===== config.mk =====
export PLATFORM = sky130hd
export DESIGN_NAME = seq_restoring_divider
export DESIGN_NICKNAME = d
export VERILOG_FILES = /design/src/rtl/seq_restoring_divider.sv
export SDC_FILE = /design/constraint.sdc
export NUM_CORES = 1
export LEC_CHECK = 0
export CAP_MARGIN = 20
export CORE_UTILIZATION = 47
export DETAILED_ROUTE_END_ITERATION = 7
export PLACE_DENSITY = 0.75
export RECOVER_POWER = 25
export SYNTH_ARGS = -nofsm -noshare
export SYNTH_HDL_FRONTEND = slang
export SYNTH_SLANG_ARGS = --single-unit

===== constraint.sdc =====
create_clock -name clk -period 2 [get_ports clk]
set_clock_uncertainty 0.1 [all_clocks]
set_input_delay 0.4 -clock clk [delete_from_list [all_inputs] [get_ports clk]]
set_output_delay 0.4 -clock clk [all_outputs]
set_load 0.02 [all_outputs]

===== src/rtl/seq_restoring_divider.sv =====
// Sequential unsigned restoring divider: one quotient bit per clock, start/done handshake.
// A zero divisor completes in a single cycle with an all-ones quotient and div_by_zero set.
module seq_restoring_divider #(
  parameter int DW = 16,
  parameter int VW = 8
) (
  input  logic          clk,
  input  logic          rst,
  input  logic          start,
  input  logic [DW-1:0] dividend,
  input  logic [VW-1:0] divisor,
  output logic          ready,
  output logic          busy,
  output logic          done,
  output logic [DW-1:0] quotient,
  output logic [VW-1:0] remainder,
  output logic          div_by_zero
);

  localparam int CW = $clog2(DW + 1);

  typedef enum logic [1:0] {
    S_IDLE,
    S_RUN,
    S_DONE
  } state_t;

  state_t         state, state_nx;
  logic [DW-1:0]  q_sh;
  logic [VW-1:0]  d_r;
  logic [VW-1:0]  p;
  logic [CW-1:0]  cnt;

  logic           accept;
  logic           last_step;
  logic [VW:0]    t;
  logic           ge;
  logic [VW-1:0]  p_step;
  logic [DW-1:0]  q_step;

  assign accept    = start && (state != S_RUN);
  assign last_step = (cnt == CW'(1));

  // Partial remainder is kept VW bits wide: p < d_r between steps, so its
  // would-be top bit is always zero and only matters inside the trial value t.
  assign t      = {p, q_sh[DW-1]};
  assign ge     = (t >= {1'b0, d_r});
  assign p_step = ge ? VW'(t - {1'b0, d_r}) : t[VW-1:0];
  assign q_step = {q_sh[DW-2:0], ge};

  // NOTE: every variable in a combinational block gets a default first, so no path leaves it unassigned and no latch is inferred.
  always_comb begin
    state_nx = state;
    case (state)
      S_IDLE, S_DONE: begin
        state_nx = S_IDLE;
        if (start) state_nx = (divisor == '0) ? S_DONE : S_RUN;
      end
      S_RUN: if (last_step) state_nx = S_DONE;
      default: state_nx = S_IDLE;
    endcase
  end

  // NOTE: sequential state uses non-blocking assignments so every register samples pre-edge values.
  always_ff @(posedge clk or posedge rst) begin
    if (rst) state <= S_IDLE;
    else     state <= state_nx;
  end

  always_ff @(posedge clk or posedge rst) begin
    if (rst) begin
      q_sh        <= '0;
      d_r         <= '0;
      p           <= '0;
      cnt         <= '0;
      quotient    <= '0;
      remainder   <= '0;
      div_by_zero <= 1'b0;
    end else if (accept) begin
      if (divisor != '0) begin
        q_sh <= dividend;
        d_r  <= divisor;
        p    <= '0;
        cnt  <= CW'(DW);
      end else begin
        quotient    <= '1;
        remainder   <= dividend[VW-1:0];
        div_by_zero <= 1'b1;
      end
    end else if (state == S_RUN) begin
      q_sh <= q_step;
      p    <= p_step;
      cnt  <= cnt - CW'(1);
      if (last_step) begin
        quotient    <= q_step;
        remainder   <= p_step;
        div_by_zero <= 1'b0;
      end
    end
  end

  assign ready = (state != S_RUN);
  assign busy  = (state == S_RUN);
  assign done  = (state == S_DONE);

endmodule


==> results.ini, run 1 <==
[run_status]
status=complete, but fails checks
violations=negative setup slack

[timing]
final.min_clock_period_ps=2216
finalMaxSlewViolations=0
rsz0062_at_grt=true
hold_viol=0
finalSetupViolations=17
layout_setup_ws_ps=-216.3
fin_crit_sh_pct=110.8
slew_headroom_pct=42.53
tightest_slew_ps=862.1
fmax_mhz=451.2

[logic_synthesis]
mappedNetlistArea_sq_mm=0.003075
yosysSeqAreaShare_pct=52.07
synth_simple_gate_area_share_pct=11.47
synth_ff_type=dfrtp_1
synth_xor_area_share_pct=1.993
synth_nets=329
syn_inst=291
synth.area.top_cells=dfrtp_1 52%, mux2i_1 6.8%, o22a_1 4.6%
synth.area.mux_share_pct=9.398
avgSynthCellArea_sq_um=10.57
synth.most_common_cell=dfrtp_1
ys_ff_latch=64
synth-edff-count=0
async_reset_ff_share_pct=100.0
synth_top_family_by_area=compound AO/OA/AOI/OAI gates
synth_cell_types=43
synth_largest_area_cell=dfrtp_1
synth-adder-area-share_pct=4.719
yosys.area.top_type_share_pct=52.07
yosysWarnings=0
synthTopCellsByCount=64 x dfrtp_1, 33 x nand2_1, 21 x mux2i_1, 21 x o21ai_1, 16 x o22a_1
synth-compound-area-share_pct=16.07

[setup_path]
path_depth=10
crit_end=p[6]
critical_path_class=register to register
crit_fanout=2
worst-path-buf-inv=2
cp.required_ps=2100
crit_start=q_sh[15]
crit_chain=inv_2 -> ha_4 -> inv_2 -> fa_2 -> a211oi_4 -> o21ai_1 -> a21oi_1 -> xnor2_1 -> mux2i_1 -> o22ai_1
r2r_setup_slack_ps=-220
r2r_cells=10
crit_family=compound AO/OA/AOI/OAI gates
worstReg2RegEnd=p[6]
start_kind=register
crit_arrival_ps=2320
r2r-start=q_sh[15]
slowest_stage=dfrtp_1
critPathMaxStageDelay_ps=400
crit_top_cell=inv_2
end_kind=register

[detailed_routing]
drc=0
vias_per_cell=5.588
vias=2632
drtPass1Iterations=4
drtAntennaViolNets=0
avgRoutedWirePerCell_um=16.84
drt_iter0_drc=137
drt_wl_total_um=7930

[flow_run]
maxCapViolations=0

[clock_network]
ctsRootBufferMaster=clkbuf_8
clk_latency_ps=330
h-tree-depth=3
cts_tree=yes
clock_path_buffers=2
cts_buffers=9
clock_sinks=64
path_clk_slew_ps=70
holdBufCountCts=0

[power_and_ir_drop]
p_per_area_mw_per_mm2=1947
p_leak_nw=1.982
peakVddDrop_mv=0.9527

[global_route]
grt_overflow_total=0
grt_max_degree=65
grt_antenna_before_repair=0
grt_pass1_wl_um=13270
grt_pass1_vias=2796
grt_use_total_pct=24.40

[layout]
final_area_sq_mm=0.004415
layout-drive-gt1-share_pct=26.14
fin_util_pct=69.54
diodes=0
area_growth_pct=43.57
finalNetCount=428

[floorplan]
dieHeight_um=82.89
core_sq_mm=0.006350
die-area_sq_mm=0.006871
initial_core_util_pct=48.43
die-width_um=82.89
ios=55
rows=29

[placement]
gp_congestion=0.8618
place_hpwl_um=5313
place_area_sq_mm=0.004026
port_buffers=54

[hold_path]
hp-class=register to register

==> routing by layer <==
metal | GRT usage, % | part of all wire [%] | vias up
met2 | 39.57 | 50 | 79
met1 | 32.06 | 43 | 1310
met5 | 0 | 0 | -
met3 | 4.274 | 4.9 | 19
met4 | 11.13 | 2.2 | 0
li1 | - | - | 1224
==> final cells by class <==
class                           count  area, sq um
Clock buffer                       12        155.1
Clock inverter                      3        17.52
Fill cell                         446         1934
Inverter                           15        60.06
Multi-Input combinational cell    198         1526
Sequential cell                    64         1603
Tap cell                           77        96.34
Timing Repair Buffer              102        957.2
==> registers in the layout, indices dropped and copies added, names as in the netlist <==
name and count:
q_sh 16, quotient 16, d_r 8, p 8, remainder 8, cnt 5
state 2, div_by_zero 1
==> power by group <==
part | switching, W | internal (W) | total [W] | leakage [nW]
clock network | 0.000474 | 0.000507 | 0.000981 | 0.0882
registers | 0.000476 | 0.00196 | 0.00244 | 0.762
logic | 0.00252 | 0.00265 | 0.00517 | 1.13
total | 0.00347 | 0.00512 | 0.00860 | 1.98
==> cell families after synthesis <==
group,Yosys count
AO/OA/AOI/OAI,78
flip-flops,64
XOR/XNOR,7
buffers and inverters,29
multiplexers,28
AND/OR/NAND/NOR,74
adder cells (fa/ha/maj),11
==> cells in the final DEF, fill, tap and decap left out, drive strengths merged, types with 3 or more instances in the layout <==
| master | instances |
|---|---|
| a21oi | 14 |
| buf | 47 |
| clkbuf | 13 |
| clkdlybuf4s50 | 50 |
| dfrtp | 64 |
| ha | 10 |
| inv | 14 |
| mux2 | 7 |
| mux2i | 21 |
| nand2 | 34 |
| nand2b | 4 |
| nand3 | 3 |
| nor2 | 16 |
| nor4 | 3 |
| o21ai | 34 |
| o22a | 16 |
| o22ai | 6 |
| or3 | 5 |
| xnor2 | 3 |
| xor2 | 4 |
==> through the flow <==
step	hold slack (ps)	setup TNS (ps)	worst slack, ps	power, W	cells
floorplan	355.6	0	42.34	0.004944	291
global placement	372.0	-8378	-211.1	0.006556	450
detailed placement	377.2	-11230	-265.8	0.006712	450
CTS	392.2	-551.7	-93.41	0.008332	470
global route	405.2	-2350	-270.8	0.009153	471
finish	389.1	-1143	-216.3	0.008595	471
==> repair_timing <==
| item | in CTS | in global routing |
|---|---|---|
| pin swaps | 11 | 2 |
| setup endpoints to repair | 20 | 29 |
| cloned | 1 | 0 |
| setup buffers | 4 | 1 |
| resized for setup | 32 | 12 |
==> worst min-delay path by stage <==
stage	end	startpoint	slack, ps	cells past startpoint
2_1_floorplan	q_sh[15]	q_sh[15]	360	2
3_3_place_gp	quotient[8]	quotient[8]	370	1
3_5_place_dp	quotient[11]	quotient[11]	380	1
4_1_cts	quotient[11]	quotient[11]	390	1
5_1_grt	quotient[11]	quotient[11]	410	1
6_report	quotient[11]	quotient[11]	390	1
(Power assumes the default switching activity.)
==> run 2: changes to the inputs <==
--- a/config.mk
+++ b/config.mk
@@ -6,6 +6,7 @@
 export NUM_CORES = 1
 export LEC_CHECK = 0
 export CAP_MARGIN = 20
+export CORE_MARGIN = 1.5
 export CORE_UTILIZATION = 47
 export DETAILED_ROUTE_END_ITERATION = 7
 export PLACE_DENSITY = 0.75
==> results.ini, run 2 (synthesis gave the netlist of run 1 again) <==
[run_status]
status=complete, but fails checks
violations=negative setup slack

[global_route]
grt_overflow_total=0  ; unchanged
grt_antenna_before_repair=0  ; unchanged
grt_max_degree=30  ; -54%
grt_pass1_vias=2734  ; -2.2%
grt_use_total_pct=24.03  ; -0.37 points
grt_pass1_wl_um=13300  ; +0.26%

[timing]
fin_crit_sh_pct=108.5  ; -2.4 points
slew_headroom_pct=53.13  ; +11 points
tightest_slew_ps=699.2  ; -162.8 ps
rsz0062_at_grt=true
hold_viol=0  ; unchanged
finalSetupViolations=17  ; unchanged
fin_tns_setup_ps=-1486  ; -342.6 ps
layout_setup_ws_ps=-169.2  ; +47.10 ps
finalMaxSlewViolations=0  ; unchanged
fmax_mhz=461.0  ; +2.2%
final.min_clock_period_ps=2169  ; -47.10 ps

[floorplan]
rows=29  ; unchanged
die-width_um=83.89  ; +1.2%
initial_core_util_pct=48.43  ; unchanged
dieHeight_um=83.89  ; +1.2%
core_sq_mm=0.006350  ; unchanged
ios=55  ; unchanged
die-area_sq_mm=0.007038  ; +2.4%

[setup_path]
end_kind=register
r2r_cells=7  ; -3
r2r_setup_slack_ps=-170  ; +50 ps
r2r-start=d_r[0]
crit_fanout=5  ; +3
crit_family=compound AO/OA/AOI/OAI gates
crit_arrival_ps=2320  ; about the same
critical_path_class=register to register
critPathMaxStageDelay_ps=430  ; +30 ps
crit_chain=ha_4 -> and3_4 -> o311ai_4 -> nand3_2 -> buf_8 -> mux2_4 -> o21ai_2
worstReg2RegEnd=p[0]
slowest_stage=dfrtp_1
crit_start=d_r[0]
start_kind=register
worst-path-buf-inv=1  ; -1
cp.required_ps=2150  ; +50 ps

[power_and_ir_drop]
p_per_area_mw_per_mm2=2086  ; +7.2%
power_w=0.009503  ; +11%
p_leak_nw=2.024  ; +2.1%
peakVddDrop_mv=1.107  ; +16%

[clock_network]
clock_path_buffers=2  ; unchanged
clk_latency_ps=330  ; about the same
h-tree-depth=3  ; unchanged
holdBufCountCts=0  ; unchanged
cts_buffers=9  ; unchanged
path_clk_slew_ps=70  ; about the same
ctsRootBufferMaster=clkbuf_8
clock_sinks=64  ; unchanged
cts_tree=yes

[detailed_routing]
drc=0  ; unchanged
drtAntennaViolNets=0  ; unchanged
vias_per_cell=5.645  ; +1.0%
drtPass1Iterations=4  ; unchanged
drt_iter0_drc=209  ; +53%
avgRoutedWirePerCell_um=17.67  ; +4.9%
drt_wl_total_um=8410  ; +6.1%
vias=2687  ; +2.1%

[layout]
reg_top3=q_sh: 16 flops, quotient: 16 flops
final_common_cell=dfrtp_1
diodes=0  ; unchanged
finalNetCount=433  ; +1.2%
layout-drive-gt1-share_pct=29.57  ; +3.4 points
fin_util_pct=71.74  ; +2.2 points
final_cell_mix=64 x dfrtp_1, 51 x clkdlybuf4s50_1, 45 x buf_4, 31 x nand2_1, 20 x o21ai_1
area_growth_pct=48.13

[hold_path]
hold_path_depth=1  ; unchanged
holdPathEnd=quotient[9]
hp-class=register to register
hold_start=quotient[9]

[placement]
gp_congestion=0.8496  ; -1.4%
port_buffers=54  ; unchanged
place_hpwl_um=5430  ; +2.2%

[flow_run]
maxCapViolations=0  ; unchanged

run 2: cell count changes in the layout (fill, tap and decap cells not counted), sizes merged:
cell,change
buf,+5
bufinv,+3
clkdlybuf4s50,+1
clkinv,-2
clkinvlp,-1
dlymetal6s2s,-1
run 2: area by class of cell:
cell class | instances | area [sq um]
clock buffers | 12 | 145.1
clock inverters | 3 | 90.09
fillers | 435 | 1794
inverters | 15 | 57.56
multi-input cells | 198 | 1575
flip-flops and latches | 64 | 1602
well taps | 77 | 96.34
repair buffers | 107 | 989.7
run 2: per-stage QoR:
stage / area, sq um / std cells / worst slack, ps / hold slack (ps)
3_3_place_gp: 4026 / 450 / -240.3 / 373.7
4_1_cts: 4422 / 470 / -106.4 / 316.7
5_1_grt: 4556 / 476 / -257.4 / 403.9
2_1_floorplan: 3099 / 291 / 42.34 / 355.6
6_report: 4556 / 476 / -169.2 / 386.1
3_5_place_dp: 4026 / 450 / -289.8 / 376.5
run 2: worst max path at each step:
stage,cells past startpoint,slack [ps],end
floorplan,10,40,p[6]
global placement,5,-240,d_r[5]
detailed placement,5,-290,d_r[2]
CTS,10,-110,p[6]
global route,10,-260,p[6]
finish,7,-170,p[0]
run 2: where the power goes:
part	leakage (nW)	total, W	switching, W	internal (W)
logic	1.14	0.00573	0.00282	0.00292
clock network	0.117	0.00132	0.000462	0.000857
registers	0.764	0.00245	0.000491	0.00196
total	2.02	0.00950	0.00377	0.00574
run 2: what timing repair did:
action                                 in CTS  in global routing
gates cloned                                1                  0
endpoints found under the hold margin       0                  0
pin swaps                                   8                  8
buffers inserted                            4                  7
gates resized for setup                    31                 27
setup endpoints to repair                  20                 25
run 2: routing by layer:
layer	wire, um	GRT usage [%]	up-vias
met5	0	0	-
met4	191	9.687	0
met3	434	4.550	23
met2	4303	41.57	95
met1	3481	29.62	1333
li1	-	-	1236
==> run 3: changes to the inputs <==
--- a/config.mk
+++ b/config.mk
@@ -9,6 +9,7 @@
 export CORE_MARGIN = 1.5
 export CORE_UTILIZATION = 47
 export DETAILED_ROUTE_END_ITERATION = 7
+export GPL_ROUTABILITY_DRIVEN = 0
 export PLACE_DENSITY = 0.75
 export RECOVER_POWER = 25
 export SYNTH_ARGS = -nofsm -noshare
==> results of run 3 <==
No change in the layout: final DEF, timing and power equal those of run 2.
